[config.mk]
export PLATFORM = sky130hd
export DESIGN_NAME = fetch_sequencer
export DESIGN_NICKNAME = d
export VERILOG_FILES = /design/src/rtl/tinychip_pkg.sv /design/src/rtl/fetch_perf_counters.sv /design/src/rtl/fetch_sequencer.sv
export SDC_FILE = /design/constraint.sdc
export NUM_CORES = 1
export LEC_CHECK = 0
export ABC_CLOCK_PERIOD_IN_PS = 1800
export BUFFER_PORTS_ARGS = -buffer_cell sky130_fd_sc_hd__buf_2
export CELL_PAD_IN_SITES_DETAIL_PLACEMENT = 2
export CELL_PAD_IN_SITES_GLOBAL_PLACEMENT = 2
export CORE_ASPECT_RATIO = 1.1
export CORE_MARGIN = 2
export CORE_UTILIZATION = 25
export DETAILED_ROUTE_END_ITERATION = 6
export PLACE_DENSITY = 0.84
export RECOVER_POWER = 25
export SETUP_SLACK_MARGIN = 0.15
export SLEW_MARGIN = 15
export SYNTH_ARGS = -nofsm -noshare
export SYNTH_HDL_FRONTEND = slang
export SYNTH_SLANG_ARGS = --single-unit
export TNS_END_PERCENT = 5
[constraint.sdc]
create_clock -name clk -period 1.8 [get_ports clk]
set_input_delay 0.09 -clock clk [delete_from_list [all_inputs] [get_ports clk]]
set_output_delay 0.09 -clock clk [all_outputs]
set_load 0.01 [all_outputs]
[src/rtl/tinychip_pkg.sv]
// Shared TinyChip definitions: fetch widths, the HALT opcode and the fetch FSM states.
package tinychip_pkg;

  localparam int ADDR_W  = 8;
  localparam int INSTR_W = 9;
  localparam int PERF_W  = 16;

  localparam logic [INSTR_W-1:0] HALT_OPCODE = 9'h1FF;
  localparam logic [ADDR_W-1:0]  PC_LAST     = '1;

  typedef enum logic [1:0] {
    IDLE,
    RUN,
    DRAIN,
    HALTED
  } fetch_state_t;

endpackage

[src/rtl/fetch_perf_counters.sv]
// Two saturating event counters for fetch activity; only instantiated when FETCH_PERF_EN is defined.
module fetch_perf_counters
  import tinychip_pkg::*;
(
  input  logic              clk,
  input  logic              reset,
  input  logic              clr,
  input  logic              inc_cycles,
  input  logic              inc_issued,
  output logic [PERF_W-1:0] cycles,
  output logic [PERF_W-1:0] issued
);

  logic [PERF_W-1:0] cycles_q, cycles_d;
  logic [PERF_W-1:0] issued_q, issued_d;

  always_comb begin
    cycles_d = cycles_q;
    issued_d = issued_q;
    if (clr) begin
      cycles_d = '0;
      issued_d = '0;
    end else begin
      if (inc_cycles && (cycles_q != '1)) cycles_d = cycles_q + 1'b1;
      if (inc_issued && (issued_q != '1)) issued_d = issued_q + 1'b1;
    end
  end

  always_ff @(posedge clk or posedge reset) begin
    if (reset) begin
      cycles_q <= '0;
      issued_q <= '0;
    end else begin
      cycles_q <= cycles_d;
      issued_q <= issued_d;
    end
  end

  assign cycles = cycles_q;
  assign issued = issued_q;

endmodule

[src/rtl/fetch_sequencer.sv]
// TinyChip program counter and fetch controller with a registered valid/ready output stage.
// Define FETCH_PERF_EN to add the perf_cycles / perf_issued counter outputs.
module fetch_sequencer
  import tinychip_pkg::*;
(
  input  logic               clk,
  input  logic               reset,
  input  logic               start,
  output logic [ADDR_W-1:0]  imem_addr,
  input  logic [INSTR_W-1:0] imem_instr,
  input  logic               imem_done,
  output logic [INSTR_W-1:0] instr_out,
  output logic               instr_valid,
  input  logic               instr_ready,
  input  logic               branch_taken,
  input  logic [ADDR_W-1:0]  branch_target,
  output logic [ADDR_W-1:0]  pc,
  output logic               halted
`ifdef FETCH_PERF_EN
  ,
  output logic [PERF_W-1:0]  perf_cycles,
  output logic [PERF_W-1:0]  perf_issued
`endif
);

  fetch_state_t       state_q, state_d;
  logic [ADDR_W-1:0]  pc_q, pc_d;
  logic [INSTR_W-1:0] instr_q, instr_d;
  logic               valid_q, valid_d;

  logic transfer;
  logic load_en;
  logic end_word;
  logic active;

  assign transfer = valid_q && instr_ready;
  assign load_en  = !valid_q || transfer;
  assign end_word = (imem_instr == HALT_OPCODE) || imem_done;
  assign active   = (state_q == RUN) || (state_q == DRAIN);

  always_comb begin
    state_d = state_q;
    pc_d    = pc_q;
    instr_d = instr_q;
    valid_d = valid_q;

    // A redirect from execute overrides load, stall and end detection alike.
    if (active && branch_taken) begin
      valid_d = 1'b0;
      pc_d    = branch_target;
      state_d = RUN;
    end else begin
      unique case (state_q)
        IDLE, HALTED: begin
          if (start) begin
            state_d = RUN;
            pc_d    = '0;
            valid_d = 1'b0;
          end
        end
        RUN: begin
          if (load_en) begin
            if (end_word) begin
              // The terminating word is never presented to decode.
              valid_d = 1'b0;
              state_d = DRAIN;
            end else begin
              instr_d = imem_instr;
              valid_d = 1'b1;
              if (pc_q == PC_LAST) begin
                state_d = DRAIN;
              end else begin
                pc_d = pc_q + 1'b1;
              end
            end
          end
        end
        DRAIN: begin
          if (load_en) begin
            valid_d = 1'b0;
            state_d = HALTED;
          end
        end
        default: begin
          state_d = IDLE;
          valid_d = 1'b0;
        end
      endcase
    end
  end

  always_ff @(posedge clk or posedge reset) begin
    if (reset) begin
      state_q <= IDLE;
      pc_q    <= '0;
      instr_q <= '0;
      valid_q <= 1'b0;
    end else begin
      state_q <= state_d;
      pc_q    <= pc_d;
      instr_q <= instr_d;
      valid_q <= valid_d;
    end
  end

  assign imem_addr   = pc_q;
  assign pc          = pc_q;
  assign instr_out   = instr_q;
  assign instr_valid = valid_q;
  assign halted      = (state_q == HALTED);

`ifdef FETCH_PERF_EN
  logic perf_clr;

  assign perf_clr = start && ((state_q == IDLE) || (state_q == HALTED));

  fetch_perf_counters u_perf (
    .clk        (clk),
    .reset      (reset),
    .clr        (perf_clr),
    .inc_cycles (active),
    .inc_issued (transfer),
    .cycles     (perf_cycles),
    .issued     (perf_issued)
  );
`endif

endmodule

Word-level counts from Yosys, hierarchy flattened
Index checks and enable logic that the tools add are counted.
{"block": "classes", "add_sub_neg": 1, "eq_ne": 11, "n_mux": 19, "bitwise": 2, "n_reduce_logical": 13}
{"cell": "$mux W8", "n": 5}
{"cell": "$pmux W8 S2", "n": 1}
{"cell": "$mux W2", "n": 6}
{"cell": "$eq A9 B9 Y1 const B", "n": 1}
{"cell": "$ne A3 B2 Y1 const B", "n": 3}
{"cell": "$add A8 B1 Y8 const B", "n": 1}
{"cell": "$eq A8 B8 Y1 const B", "n": 1}
{"cell": "$reduce_and A4 Y1", "n": 2}
{"cell": "$ne A3 B3 Y1 const B", "n": 2}
{"cell": "$pmux W2 S3", "n": 1}
{"cell": "$mux W1", "n": 5}
{"cell": "$reduce_and A5 Y1", "n": 1}
{"cell": "$eq A2 B2 Y1 const B", "n": 2}
{"cell": "$ne A4 B2 Y1 const B", "n": 1}
{"cell": "$logic_or A1 B1 Y1", "n": 3}
{"cell": "$pmux W1 S3", "n": 1}
{"cell": "$reduce_and A3 Y1", "n": 1}
{"cell": "$reduce_bool A3 Y1", "n": 1}
{"cell": "$eq A2 B1 Y1 const B", "n": 1}
{"cell": "$logic_and A1 B1 Y1", "n": 2}
{"cell": "$logic_not A2 Y1", "n": 1}
{"cell": "$not A1 Y1", "n": 2}
{"cell": "$reduce_or A2 Y1", "n": 1}
{"cell": "$logic_not A1 Y1", "n": 1}
{"block": "totals", "ff_bits": 20, "input_bits": 23, "output_inout_bits": 27, "word_cells": 50}

Logic depth before layout (Yosys ltp)
{"block": "depth", "word_depth": 6, "ltp_mapped": 8, "depth_no_buf": 7}

Worst setup path after synthesis
OpenSTA, ideal clock, no wires.
{"block": "synth_timing", "kind": "reg-to-reg", "start": "register state_q[0]", "end": "register pc_q[6], in the netlist imem_addr[6]", "setup_ps": 125, "arrival_ps": 1792, "t_required_ps": 1675, "path_slack_ps": -117, "path_stages_with_launch": 9, "n_path_buf": 1, "synth_period_minus_slack_ps": 1917, "path_cell_list": "dfrtp_1 inv_1 ha_1 nand2b_1 buf_2 nand2_1 a21o_2 nand2_4 mux2_2"}
{"block": "synth_via", "elab_chain_cells": 5, "word_cells_on_any_way": 15, "classes_between": "eq/ne: 7; mux: 2; reduce/logical: 6"}
{"element": "start, declared", "line": "fetch_sequencer.sv:26", "source": "fetch_state_t state_q, state_d;"}
{"element": "start signal, assigned", "line": "fetch_sequencer.sv:99", "source": "state_q <= state_d;"}
{"element": "$eq A2 B1 Y1 / $eq A2 B2 Y1 (equally long branches)", "line": "fetch_sequencer.sv:39, fetch_sequencer.sv:53"}
{"element": "$logic_or A1 B1 Y1", "line": "fetch_sequencer.sv:39", "source": "assign active = (state_q == RUN) || (state_q == DRAIN);"}
{"element": "$logic_and A1 B1 Y1", "line": "fetch_sequencer.sv:48", "source": "if (active && branch_taken) begin"}
{"element": "$ne A3 B3 Y1 (no line), or another cell as far along"}
{"element": "$reduce_and A5 Y1 (no line)"}
{"element": "end signal, assigned", "line": "fetch_sequencer.sv:100", "source": "pc_q <= pc_d;"}
{"element": "end, declared", "line": "fetch_sequencer.sv:27", "source": "logic [ADDR_W-1:0] pc_q, pc_d;"}
Parallel ways exist; a longest one is shown, timed or not.
A chain may end at the register's enable or synchronous reset.

Worst setup path after layout
{"block": "layout_timing", "start": "register state_q[1]", "end": "register pc_q[0], in the netlist imem_addr[0]"}
Same word-level chain as after synthesis.

==> flow_summary_export.csv <==
group,metric,value,unit
critical_path,required,1.94,ns
cts,cts.path.max_buffers,2,
floorplanning,rows,26,
timing,worstMarginPinSlew,0.391,ns
synth,yosys_warnings,0,
floorplanning,die_y,77.4,microns
critical_path,cp_max_fo,4,
grt,antenna_found_initial,0,
critical_path,crit_path_end_kind,"flip-flop",
grt,grt_max_degree,13,
timing,max_freq,527,MHz
place,numPortBuffers,49,
cts,cts-root-buf,"clkbuf_8",
detailed_routing,wire_per_inst,20.4,microns
run,drv_cap,0,
min_path,hp-class,"primary input to flip-flop",
synth,ys_ff_latch,20,
place,gp_congestion,0.810,
timing,period_needed,1.90,ns
detailed_routing,vias,1246,
final_layout,layout_common_cells,"buf_2 (44), buf_4 (25), dfrtp_1 (19)",
place,dp_hpwl,3310,microns
timing,skew,0.00339,ns
cts,cts_buffers,3,
synth,seq_area_frac_synth,40.9,%
detailed_routing,routed_wl,5030,microns
cts,cts_max_level,1,
power_and_ir_drop,finalPower,3.94,mW
final_layout,final_core_util,41.7,%
power_and_ir_drop,leakage,0.928,nW
place,dp.cells,236,
final_layout,area_growth_syn_to_layout,59.5,%
critical_path,crit_type,"flip-flop to flip-flop",
grt,grt_pass1_wl,8360,microns
detailed_routing,route.detailed.drc,0,
grt,grt_usage,19.7,%
detailed_routing,viasPerCell,5.04,
critical_path,start_kind,"flip-flop",
timing,setup_ws,-0.0977,ns
final_layout,layout.nets,220,
synth,synth_area,1220,sq um
power_and_ir_drop,power.density,2020,nW/um^2
timing,finalHoldViolCount,0,
cts,clock-sinks,20,
final_layout,layout_commonest_cell,"buf_2",
timing,relSlewSlack,73.9,%
timing,tns,-0.302,ns
timing,rsz0062_at_grt,"yes",
synth,synth_nets,146,
floorplanning,die_area,5470,sq um
synth,syn_area_per_cell,10.4,sq um
cts,path_clk_slew,0.09,ns
timing,setup_viol,8,
synth,synth_cell_type_count,44,
grt,overflow,0,
floorplanning,die_w,70.7,microns
timing,slew_violations,0,
final_layout,drive_above_1_share,60.2,%
floorplanning,initial_core_util,26.1,%
floorplanning,pin_count,50,
outcome,violations,"negative setup slack",
detailed_routing,drt_iter0_markers,96,
floorplanning,coreArea,4680,sq um
critical_path,arrival,2.04,ns
timing,finalCritPeriodShare,105,%
detailed_routing,ant_nets,0,
detailed_routing,first_pass_iters,4,
cts,insertion_delay,0.26,ns
final_layout,diodes,0,
grt,grt_pass1_vias,1469,
final_layout,fin_cells,247,
cts,cts_tree,"yes",
synth,netlist_instances,118,
outcome,status,"complete, but fails checks",
power_and_ir_drop,peakVddDrop,530,uV
-- path summary, 6_finish.rpt --
check,slack (ns),startpoint,end,depth (start not counted)
worst min-delay path,0.07,imem_instr[0],instr_out[0],2
max in group asynchronous,0.96,reset,state_q[0],4
worst max register to register,-0.1,state_q[1],imem_addr[0],7
min in group asynchronous,0.34,reset,imem_addr[5],3
worst min register to register,0.52,instr_out[0],instr_out[0],1
worst max-delay path,-0.1,state_q[1],imem_addr[0],7
-- Yosys cell counts --
| library cell | count | area share, % |
|---|---|---|
| nand2b_1 | 1 | 0.51 |
| inv_1 | 5 | 1.5 |
| nand2_1 | 8 | 2.5 |
| a31oi_1 | 1 | 0.51 |
| buf_2 | 1 | 0.41 |
| xnor2_1 | 1 | 0.72 |
| ha_1 | 5 | 5.1 |
| mux2i_1 | 2 | 1.6 |
| o211a_1 | 1 | 0.82 |
| a41o_1 | 1 | 0.82 |
| a21oi_1 | 7 | 2.9 |
| or3_4 | 1 | 0.92 |
| and3_1 | 1 | 0.51 |
| a41oi_2 | 1 | 1.3 |
| and2_1 | 1 | 0.51 |
| o211ai_1 | 1 | 0.61 |
| nand3b_1 | 1 | 0.61 |
| nand2_4 | 1 | 0.92 |
| o31ai_1 | 1 | 0.61 |
| o21ai_0 | 5 | 2.0 |
| a21o_2 | 1 | 0.72 |
| a21o_1 | 1 | 0.61 |
| nand2_2 | 1 | 0.51 |
| mux2_1 | 2 | 1.8 |
| a221o_1 | 1 | 0.82 |
| dfrtp_1 | 20 | 41 |
| buf_4 | 8 | 4.9 |
| nor4_1 | 2 | 1.0 |
| and4_1 | 1 | 0.72 |
| a211oi_1 | 2 | 1.2 |
| nor3_1 | 5 | 2.0 |
| and4_2 | 1 | 0.82 |
| o22ai_1 | 1 | 0.51 |
| nor2_1 | 3 | 0.92 |
| mux2_2 | 11 | 10 |
| nor2b_1 | 1 | 0.51 |
| nor2_4 | 1 | 0.92 |
| o21ai_1 | 1 | 0.41 |
| clkbuf_1 | 1 | 0.31 |
| o311ai_1 | 1 | 0.72 |
| o211ai_2 | 1 | 1.0 |
| and2b_1 | 1 | 0.61 |
| nand3_1 | 4 | 1.6 |
| xor2_1 | 1 | 0.72 |
-- state kept, by name, summed over array words and instances, names as in the netlist --
signal	flops
imem_addr	8
instr_out	9
instr_valid	1
state_q	2
-- through the flow --
stage	area, sq um	worst slack [ns]	hold slack [ns]
detailed placement	1670	-0.0956	0.103
global placement	1670	-0.00942	0.0753
CTS	1940	-0.00682	0.0597
floorplan	1260	-0.0285	0.0538
global route	1950	-0.178	0.0659
finish	1950	-0.0977	0.0688
-- per-layer routing --
metal | up-vias | GRT usage, % | share of wire (%)
li1 | 576 | - | -
met1 | 617 | 24.8 | 42
met2 | 41 | 33.6 | 52
met3 | 12 | 2.86 | 3.3
met4 | 0 | 8.11 | 2.9
met5 | - | 0 | 0
-- area by class of cell --
cell class	count	area, sq um
timing repair buffer	78	470
clock buffer	3	41.3
inverter	5	18.8
fill	508	2730
multi-input combinational	84	820
sequential	20	502
tap	56	70.1
clock inverter	1	30.0
-- where the power goes --
group | switching [mW] | internal [mW] | total [mW]
registers | 0.162 | 0.664 | 0.826
logic | 1.35 | 1.30 | 2.65
clock network | 0.173 | 0.297 | 0.470
-- timing repair --
| action | in CTS | in global routing |
|---|---|---|
| gates cloned | 1 | 0 |
| hold endpoints to repair | 8 | 0 |
| hold buffers | 1 | 0 |
| pin swaps | 12 | 6 |
| setup endpoints to repair | 19 | 20 |
| setup buffers | 5 | 0 |
| resized for setup | 29 | 5 |
-- worst max-delay path, stage by stage (launching register included) --
cell	delay [ns]
dfrtp_1	0.44
ha_4	0.33
mux2i_4	0.26
o211ai_2	0.16
nand3_2	0.14
buf_6	0.13
nor3_2	0.04
a221o_1	0.29
-- logic make-up after synthesis --
logic type	after synthesis	share of synthesized area [%]
DFF	20	40.9
xor gates and xnor gates	2	1.43
muxes	15	13.6
adders and majority gates	5	5.11
and+or+nand+nor	34	16.2
buffers and inverters	15	7.16
AOI/OAI and AO/OA	27	15.6
No activity file was read; power rests on OpenSTA's default activity.
